<file path="src/rtl/dbg_breakpoint_unit.sv">
// Multi-slot breakpoint/watchpoint unit: byte-serial slot loading, fetch/read/write
// address matching, halt/step/resume control and hit reporting.
module dbg_breakpoint_unit #(
    parameter int unsigned NUM_BP = 4,
    parameter int unsigned ADDR_W = 16,
    parameter int unsigned CNT_W  = 8,
    localparam int unsigned SEL_W = (NUM_BP > 1) ? $clog2(NUM_BP) : 1,
    localparam int unsigned PTR_W = $clog2(ADDR_W / 8 + 1)
) (
    input  logic              clk,
    input  logic              rst,
    input  logic              ld_strobe,
    input  logic              ld_abort,
    input  logic [SEL_W-1:0]  ld_sel,
    input  logic [7:0]        ld_data,
    input  logic [ADDR_W-1:0] pc,
    input  logic              pc_valid,
    input  logic [ADDR_W-1:0] bus_a,
    input  logic              bus_rd,
    input  logic              bus_wr,
    input  logic              step,
    input  logic              resume,
    output logic              halt_req,
    output logic [SEL_W-1:0]  hit_id,
    output logic              hit_valid,
    output logic [CNT_W-1:0]  hit_count,
    output logic [PTR_W-1:0]  ld_ptr
);

    localparam int unsigned NB = ADDR_W / 8;

    typedef enum logic {StRun, StHalt} state_e;

    state_e             state_q, state_d;
    logic [ADDR_W-1:0]  addr_q [NUM_BP];
    logic [ADDR_W-1:0]  addr_d [NUM_BP];
    logic [3:0]         ctrl_q [NUM_BP];
    logic [3:0]         ctrl_d [NUM_BP];
    logic [PTR_W-1:0]   ptr_q, ptr_d;
    logic               armed_q, armed_d;
    logic [SEL_W-1:0]   hit_id_q, hit_id_d;
    logic               hit_valid_q, hit_valid_d;
    logic [CNT_W-1:0]   cnt_q, cnt_d;

    logic               any_match;
    logic [SEL_W-1:0]   win_id;

    // Descending scan so the lowest matching slot is the one left in win_id.
    always_comb begin
        any_match = 1'b0;
        win_id    = '0;
        for (int i = int'(NUM_BP) - 1; i >= 0; i--) begin
            if (ctrl_q[i][0] &&
                ((ctrl_q[i][1] && pc_valid && pc == addr_q[i]) ||
                 (ctrl_q[i][2] && bus_rd && bus_a == addr_q[i]) ||
                 (ctrl_q[i][3] && bus_wr && bus_a == addr_q[i]))) begin
                any_match = 1'b1;
                win_id    = SEL_W'(i);
            end
        end
    end

    always_comb begin
        addr_d = addr_q;
        ctrl_d = ctrl_q;
        ptr_d  = ptr_q;
        if (ld_abort) begin
            ptr_d = '0;
        end else if (ld_strobe) begin
            for (int s = 0; s < int'(NUM_BP); s++) begin
                if (32'(ld_sel) == 32'(s)) begin
                    for (int k = 0; k < int'(NB); k++) begin
                        if (ptr_q == PTR_W'(k)) addr_d[s][8*k +: 8] = ld_data;
                    end
                    if (ptr_q == PTR_W'(NB)) ctrl_d[s] = ld_data[3:0];
                end
            end
            ptr_d = (ptr_q == PTR_W'(NB)) ? '0 : ptr_q + 1'b1;
        end
    end

    always_comb begin
        state_d     = state_q;
        armed_d     = armed_q;
        hit_id_d    = hit_id_q;
        hit_valid_d = hit_valid_q;
        cnt_d       = cnt_q;
        unique case (state_q)
            StRun: begin
                if (any_match || (armed_q && pc_valid)) begin
                    state_d     = StHalt;
                    armed_d     = 1'b0;
                    hit_valid_d = any_match;
                    if (any_match) hit_id_d = win_id;
                    if (cnt_q != {CNT_W{1'b1}}) cnt_d = cnt_q + 1'b1;
                end
            end
            StHalt: begin
                if (resume) begin
                    state_d = StRun;
                    armed_d = 1'b0;
                end else if (step) begin
                    state_d = StRun;
                    armed_d = 1'b1;
                end
            end
            default: state_d = StRun;
        endcase
    end

    always_ff @(posedge clk or posedge rst) begin
        if (rst) begin
            state_q     <= StRun;
            ptr_q       <= '0;
            armed_q     <= 1'b0;
            hit_id_q    <= '0;
            hit_valid_q <= 1'b0;
            cnt_q       <= '0;
            for (int i = 0; i < int'(NUM_BP); i++) begin
                addr_q[i] <= '0;
                ctrl_q[i] <= '0;
            end
        end else begin
            state_q     <= state_d;
            ptr_q       <= ptr_d;
            armed_q     <= armed_d;
            hit_id_q    <= hit_id_d;
            hit_valid_q <= hit_valid_d;
            cnt_q       <= cnt_d;
            addr_q      <= addr_d;
            ctrl_q      <= ctrl_d;
        end
    end

    assign halt_req  = (state_q == StHalt);
    assign hit_id    = hit_id_q;
    assign hit_valid = hit_valid_q;
    assign hit_count = cnt_q;
    assign ld_ptr    = ptr_q;

endmodule

</file>
<file path="config.mk">
export PLATFORM = sky130hd
export DESIGN_NAME = dbg_breakpoint_unit
export DESIGN_NICKNAME = d
export VERILOG_FILES = /design/src/rtl/dbg_breakpoint_unit.sv
export SDC_FILE = /design/constraint.sdc
export NUM_CORES = 1
export LEC_CHECK = 0
export ABC_AREA = 1
export ABC_CLOCK_PERIOD_IN_PS = 3200
export CAP_MARGIN = 20
export CORE_ASPECT_RATIO = 0.5
export CORE_MARGIN = 1
export CORE_UTILIZATION = 45
export DETAILED_ROUTE_END_ITERATION = 8
export PLACE_DENSITY = 0.69
export SETUP_SLACK_MARGIN = 0.5
export SLEW_MARGIN = 20
export SYNTH_ARGS = -nofsm -noshare
export SYNTH_HDL_FRONTEND = slang
export SYNTH_SLANG_ARGS = --single-unit
</file>
<file path="constraint.sdc">
create_clock -name clk -period 3.2 [get_ports clk]
set_input_delay 0.64 -clock clk [delete_from_list [all_inputs] [get_ports clk]]
set_output_delay 0.64 -clock clk [all_outputs]
set_load 0.1 [all_outputs]
</file>
-- After elaboration in Yosys (flattened, before gate mapping)
Cells that the tools add are included.
- word-level logic and storage cells: 114
- bits of input ports: 51
- flip-flop bits (word level): 95
- output and inout bits: 14
- add/subtract/negate cells: 2
- reduce and logical (&&, ||, !) cells: 57
- eq/ne operators: 16
- muxes and demuxes: 19
- bitwise operators: 2
- operator list (operator ; number):
    == test 16 bit ; 8
    AND reduction 4 bit ; 12
    logical AND 1 bit ; 29
    two-way mux 2 bit ; 7
    two-way mux 1 bit ; 10
    logical OR 1 bit ; 9
    adder 8 x 1 -> 8 bit (second input constant) ; 1
    != test 8 bit (second input constant) ; 1
    == test 2 bit (second input constant) ; 3
    AND reduction 3 bit ; 2
    == test 2 x 1 -> 1 bit (second input constant) ; 2
    logical NOT 2 bit ; 2
    case mux 1 bit (2 select lines) ; 2
    AND reduction 2 bit ; 2
    != test 3 bit (second input constant) ; 1
    adder 2 x 1 -> 2 bit (second input constant) ; 1
    != test 2 bit (second input constant) ; 1
    inverter 1 bit ; 2
    nonzero test 2 bit ; 1

-- Logic depth before layout (Yosys ltp)
Gate-level depths: netlist (run 1).
- depth in word-level cells: 12
- depth in mapped cells: 18
- depth with buffers taken out: 16

-- Worst setup path after synthesis (run 1)
No wires, ideal clock.
- kind: reg2reg
- start: reg cnt_q[0] (netlist: hit_count[0])
- end: reg cnt_q[3] (netlist: hit_count[3])
- path buffers: 1
- slack: 895 ps
- cell stages (with the launch flop): 10
- required time: 3086 ps
- clock period less this slack: 2305 ps
- library setup time: 114 ps
- data arrival time: 2190 ps
- cell sequence: dfrtp_1 -> ha_1 -> nand3_1 -> nor3_1 -> nand3_1 -> clkbuf_4 -> nand3_2 -> nand2_1 -> nand2_1 -> inv_1
- longest elaborated chain between the ends: 2
- elaborated cells on any way between the ends: 3
- RTL lines (item ; RTL line ; source):
    start: declaration ; 43 ; logic [CNT_W-1:0] cnt_q, cnt_d;
    start signal: assignment ; 129 ; cnt_q <= cnt_d;
    branches (longest 2 deep; another with adder 8 x 1 -> 8 bit) ; n/a ;
Several ways; the timed one is not identified.
A chain may end at the register's enable or synchronous reset.

-- Final worst setup path (run 1)
- start: in pc[5]
- end: reg cnt_q[6] (netlist: hit_count[6])
- longest elaborated chain between the ends: 11
- elaborated cells on any way between the ends: 26
- RTL lines (item ; RTL line ; source):
    start: declaration ; 16 ; input logic [ADDR_W-1:0] pc,
    == test 16 bit ; 54 ; ((ctrl_q[i][1] && pc_valid && pc == addr_q[i]) ||
    logical AND 1 bit ; 54 ;
    logical OR 1 bit ; 54 ;
    logical OR 1 bit ; 55 ; (ctrl_q[i][2] && bus_rd && bus_a == addr_q[i]) ||
    logical AND 1 bit ; 53 ; if (ctrl_q[i][0] &&
    two-way mux 1 bit (3 in series) ; 53 ;
    two-way mux 1 bit * ; 53 ;
    logical OR 1 bit * ; 90 ; if (any_match || (armed_q && pc_valid)) begin
    AND reduction 3 bit (no source line) * ; n/a ;
Mark *: on every way between the ends. The rest lies on a longest branch, timed or not.

==> metrics, run 1 <==
status finished, final reports clean; global route overflow 0; Core Rows 28; #FFs+latches synth 95; GRT Total Usage 31.0%; max cap viols 0; starting density of the core 47.6%; initial DRC count 616; delay-heaviest family, CP simple AND/OR/NAND/NOR gates; Synth Flop Type dfrtp_1; achievable frequency 0.392 GHz; initial antenna violation count 0; CTS tree yes; commonest cells in the netlist 379 x nand2_1, 103 x o21ai_0, 95 x dfrtp_1, 94 x inv_1, 73 x nor2_1; NumNets Final 1002; first-pass GRT wire length 29900 µm; clk_lat worst skew 350 ps; Syn Inst Count 886; r2r startpoint addr_q[1]$_DFFE_PP0P_; critical path fanouts, max 13; Worst Path Arrival 2800 ps; Final Instance Count excl. Fillers 1120; Num CTS Buffers 9; Peak VDD IR 0.331 mV; Post-Synthesis Cell Area 5790 µm²; fill count 1213; CTS Hold Bufs 0; CP Launch Point pc[5]; most frequent cell after synthesis nand2_1; Final Max Slew Viols 0; IO Count 65; Syn-to-layout area delta 19.1%; Hold/Removal Path Class reg -> reg; CP Launch Type input pin; HPWL Detailed 15400 µm; clock period minus worst slack 2550 ps; unrepaired setup endpoints after global routing false; H-tree depth 3; post-synth cell types 27; Synth area leader dfrtp_1; FFs w/ async S/R, synth 100%; CP peak stage delay 570 ps; die area 13300 µm²; Sink Count 95; YS warnings 0; width of the die 162 µm; via count 5835; Routed Wire Length 19600 µm; vias in the first global route 5230; PortBufs 64; clk slew on worst S/H paths 80 ps; Synth Area per Inst 6.53 µm²; via/cell ratio 5.21; ANT cells 0; post-synth top area share 41.1%; core area 12200 µm²; Post-synth EDFFs 0; CP max stage cell clkdlybuf4s50_1; Setup Viol. Count Final 0; Seq/Total Area, Yosys 41.1%; post-route ant nets 0; CP Capture Type flip-flop; r2r setup slk 1080 ps; largest net degree at the start of global routing 96; DRT Pass-1 Iters 5; Final Hold Fails 0; dominant cells by area after synthesis dfrtp_1 41%, nand2_1 25%, o21ai_0 8.9%; Leak 0.00363 µW; Max Root-Sink Buffers 2; period utilisation layout 79.7%; DRC 0; Setup TNS Final 0 ps; worst slew pin tran 749 ps; post-synth net total 938; die height 82.2 µm; hold wc startpoint ctrl_q[14]$_DFFE_PP0P_; Avg WL per Cell 17.5 µm; CTS root buf clkbuf_16; worst clock skew 11.2 ps; worst path cell trace clkdlybuf4s50_1, inv_2, nand2_1, o21ai_1, nor2_1, nand2_1, nor2_1, nand3_1, nand2_1, nand2_1, nand2_1, nand2_2, nand3_4, nand2_1, o21ai_1, inv_1; P per Cell Area 572 nW/µm²; layout cell share with drive strength beyond 1 7.02%; relative slew slack 49.9%; Most common cell on crit path nand2_1; kind of critical path in -> reg; GP Congestion 1.03; Data required, critical path 3450 ps; DP Cell Count 1103; crit path buf inv count 3
-- worst min-delay path, cell delays in order, from the launching register on --
cell and delay [ps]:
dfrtp_1 350, nand2_1 50, o21ai_0 60
-- logic make-up (layout without fill, tap and decap cells) --
logic type,Yosys count,in the layout,share of synthesized area [%]
flops,95,95,41.1
buf+inv,134,203,8.97
fa+ha+maj,1,1,0.216
simple gates,501,501,34.1
xor+xnor,31,31,4.69
compound gates,124,124,10.9
-- cell usage in the layout, fill, tap and decap left out, types with 6 or more instances in the layout --
cell type | Yosys | layout
nand2_1 | 379 | 379
dfrtp_1 | 95 | 95
inv_2 | 25 | 25
clkbuf_16 | 0 | 9
buf_4 | 0 | 17
nor2_1 | 73 | 72
o21ai_1 | 13 | 13
xnor2_1 | 12 | 12
dlymetal6s2s_1 | 0 | 10
nand4_1 | 6 | 6
nand3_1 | 29 | 29
inv_1 | 94 | 93
o21ai_0 | 103 | 103
clkdlybuf4s50_1 | 0 | 40
xor2_1 | 19 | 19
nor3_1 | 6 | 6
-- routing by layer --
metal | part of all wire (%) | GRT usage (%)
met2 | 39 | 43.6
met1 | 49 | 46.4
met5 | 0 | 0
met3 | 11 | 9.24
met4 | 0.80 | 5.47
-- what timing repair did --
| item | in CTS | in global routing |
|---|---|---|
| endpoints found under the setup margin | 0 | 3 |
| hold endpoints to repair | 0 | 0 |
| buffers inserted | 0 | 1 |
| gates resized for setup | 0 | 11 |
-- area by class of cell --
type                       count  area [µm²]  share of cell area [%]
sequential                    95        2380                    34.5
tap                          165         206                    3.00
multi-input combinational    657        2890                    42.0
clock inverter                 6        51.3                   0.745
timing repair buffer          68         673                    9.77
clock buffer                  10         239                    3.47
inverter                     119         450                    6.54
-- worst paths after layout --
| check | end | cells past startpoint |
|---|---|---|
| setup / recovery | hit_count[6]$_DFFE_PP0P_ | 16 |
| hold / removal | ctrl_q[14]$_DFFE_PP0P_ | 2 |
| setup reg to reg | hit_count[6]$_DFFE_PP0P_ | 15 |
| hold reg to reg | ctrl_q[14]$_DFFE_PP0P_ | 2 |
| max in group asynchronous | addr_q[58]$_DFFE_PP0P_ | 3 |
| min in group asynchronous | addr_q[1]$_DFFE_PP0P_ | 3 |
-- where the power goes --
| part | switching, µW | internal (µW) |
|---|---|---|
| logic | 719 | 400 |
| registers | 298 | 1420 |
| clock network | 538 | 561 |
| total | 1560 | 2380 |
-- sequential cells by signal, summed over array words and instances (netlist names) --
name	flops
armed_q	1
halt_req	1
hit_valid	1
ld_ptr	2
ctrl_q	16
addr_q	64
hit_count	8
hit_id	2
-- through the flow --
step                      area (µm²)  setup WS (ps)  util, %  power (µW)  hold WS, ps
final                           6890            649     56.7        3940          491
after global routing            6890            511     56.7        4150          519
after CTS                       6860            663     56.4        3910          492
after detailed placement        6570            303     54.0        2820          476
after global placement          6570            304     54.0        2810          466
after floorplan                 5790            895        -        2360          453
Power figures use the tool's default switching activity.
==> run 2: changes to the inputs <==
Settings changed: ABC_CLOCK_PERIOD_IN_PS 3200 to 2100.
Clock period 3.2 ns to 2.1 ns, I/O delays scaled along.
==> run 2 against run 1 <==
Against the previous run:
- core utilization increased by 6.0 points
- critical endpoint unchanged
- worst hold slack worse by 1.5 ps
- via count up 5.7%
- final cell count increased by 5.2%
- clock skew decreased by 1.9 ps
- design area grew 11%
- register-to-register slack worse by 910 ps
- largest cell class unchanged
- combinational power is 73% higher
==> metrics, run 2 (same netlist as run 1, synthesis figures left out) <==
status finished, final reports clean (unchanged); Post-DP Area 7010 µm² (was 6570 µm²); CP max stage cell clkdlybuf4s15_1 (was clkdlybuf4s50_1); max cap viols 0 (unchanged); worst clock skew 9.29 ps (was 11.2 ps); via/cell ratio 5.24 (was 5.21); relative slew slack 61.8% (was 49.9%); r2r startpoint addr_q[25]$_DFFE_PP0P_ (was addr_q[1]$_DFFE_PP0P_); unrepaired setup endpoints after global routing true (was false); kind of critical path in -> reg (unchanged); Hold Path Depth 2 (unchanged); setup ws final 175 ps (was 649 ps); CTS Hold Bufs 0 (unchanged); Final Hold Fails 0 (unchanged); DP Cell Count 1149 (was 1103); starting density of the core 47.6% (unchanged); clk_lat worst skew 350 ps (about the same); worst slew pin tran 573 ps (was 749 ps); Num CTS Buffers 9 (unchanged); Leak 0.00392 µW (was 0.00363 µW); post-route ant nets 0 (unchanged); Setup Viol. Count Final 0 (unchanged); initial antenna violation count 1 (was 0); CTS root buf clkbuf_16 (unchanged); P per Cell Area 836 nW/µm² (was 572 nW/µm²); HPWL Detailed 15200 µm (was 15400 µm); Setup WS pre-CTS -535 ps (was 303 ps); sequential share of power 41.2% (was 43.6%); clk slew on worst S/H paths 70 ps (was 80 ps); width of the die 162 µm (unchanged); Power Total 6370 µW (was 3940 µW); NumNets Final 1059 (was 1002); layout cell share with drive strength beyond 1 20.8% (was 7.02%); largest net degree at the start of global routing 96 (unchanged); area of the multi-input gates 3160 µm² (was 2890 µm²); vias in the first global route 5530 (was 5230); Largest Register addr_q (unchanged); PortBufs 64 (unchanged); Sink Count 95 (unchanged); Internal Power 3970 µW (was 2380 µW); CP Launch Point bus_a[7] (was pc[5]); Data required, critical path 2340 ps (was 3450 ps); GP Congestion 1.00 (was 1.03); via count 6170 (was 5835); period utilisation layout 91.7%; Avg WL per Cell 17.0 µm (was 17.5 µm); hold wc startpoint ctrl_q[6]$_DFFE_PP0P_ (was ctrl_q[14]$_DFFE_PP0P_); Peak VDD IR 0.627 mV (was 0.331 mV); CTS tree yes (unchanged); Worst Path Arrival 2170 ps (was 2800 ps); CP Launch Type input pin (unchanged); global route overflow 0 (unchanged); worst path cell trace clkdlybuf4s15_1, inv_2, buf_4, nand2_1, nand2_1, nor2_1, nand2_1, nor2_2, nand3_1, nand2_2, nand2_2, nand2_2, nand2_4, nand3_4, nand2_4, o21ai_2, inv_1 (was clkdlybuf4s50_1, inv_2, nand2_1, o21ai_1, nor2_1, nand2_1, nor2_1, nand3_1, nand2_1, nand2_1, nand2_1, nand2_2, nand3_4, nand2_1, o21ai_1, inv_1); Comb power frac 30.4% (was 28.4%); CP Capture Type flip-flop (unchanged); H-tree depth 3 (unchanged); die area 13300 µm² (unchanged); Hold/Removal Path Class reg -> reg (unchanged); DRT Pass-1 Iters 6 (was 5); critical path fanouts, max 7 (was 13); Max Root-Sink Buffers 2 (unchanged); DRC 0 (unchanged); clock period minus worst slack 1930 ps; Final Max Slew Viols 0 (unchanged); Net Switching 2400 µW (was 1560 µW); GRT Total Usage 31.7% (was 31.0%); die height 82.2 µm (unchanged); share of power burned in the clock network 28.4% (was 27.9%); initial DRC count 665 (was 616); Core Rows 28 (unchanged); commonest non-fill, non-tap cell in the layout nand2_1 (unchanged); first-pass GRT wire length 30700 µm (was 29900 µm); Syn-to-layout area delta 31.7% (was 19.1%); IO Count 65 (unchanged); Final Instance Count excl. Fillers 1178 (was 1120); CP peak stage delay 280 ps (was 570 ps); Sw Share 37.7% (was 39.5%); final instance area 7620 µm² (was 6890 µm²); Routed Wire Length 20100 µm (was 19600 µm); core area 12200 µm² (unchanged); FF-to-FF path depth 15 (unchanged); fill count 1161 (was 1213); commonest cells after routing, fill and taps aside 355 x nand2_1, 101 x o21ai_0, 81 x inv_1 (was 379 x nand2_1, 103 x o21ai_0, 95 x dfrtp_1); storage element area 2400 µm² (was 2380 µm²); Largest register FFs 64 (unchanged); achievable frequency 0.519 GHz
[run 2: critical path: cells and delay by family]
kind,cells,cell delay [ps]
buffers and inverters,4,530
AO/OA/AOI/OAI,1,110
AND/OR/NAND/NOR,12,1100
[run 2: worst paths after layout]
check,to,slack [ps]
worst max-delay path,hit_count[6]$_DFFE_PP0P_,170
worst min-delay path,ctrl_q[6]$_DFFE_PP0P_,490
worst max register to register,hit_count[6]$_DFFE_PP0P_,170
worst min register to register,ctrl_q[6]$_DFFE_PP0P_,490
max in group asynchronous,addr_q[29]$_DFFE_PP0P_,1080
min in group asynchronous,armed_q$_DFFE_PP0P_,540
[run 2: metal layers]
metal	GRT usage [%]	part of all wire [%]	up-vias
met5	0	0.050	-
met4	8.68	1.8	2
met3	6.94	9.3	28
met2	44.9	40	271
met1	47.8	49	2888
li1	-	-	2981
[run 2: what timing repair did]
action                                  in CTS  in global routing
gates cloned                                 1                  0
pin swaps                                   28                 19
resized for setup                           66                 71
buffers inserted                             4                  7
endpoints found under the setup margin      13                 36
[run 2: metrics by stage]
step / setup TNS (ps) / util (%) / hold slack [ps]
final: 0 / 62.7 / 490
after global routing: 0 / 62.6 / 514
after CTS: 0 / 60.9 / 490
after detailed placement: -5570 / 57.7 / 473
after global placement: -5500 / 57.7 / 469
after floorplan: 0 / - / 453
[run 2: power groups by stage]
| stage | Clock, µW | Combinational [µW] | Sequential, µW |
|---|---|---|---|
| after floorplan | 0 | 1020 | 2610 |
| after global placement | 0 | 1740 | 2610 |
| after detailed placement | 0 | 1770 | 2610 |
| after CTS | 1820 | 1800 | 2590 |
| after global routing | 1890 | 2150 | 2670 |
| final | 1810 | 1940 | 2620 |
[run 2: final cells by class]
type / count / area share [%]
timing repair buffer: 124 / 14.3
multi-input combinational: 658 / 41.5
tap: 165 / 2.71
inverter: 119 / 5.91
clock inverter: 5 / 1.08
sequential: 95 / 31.5
antenna: 1 / 0.0328
clock buffer: 11 / 3.05
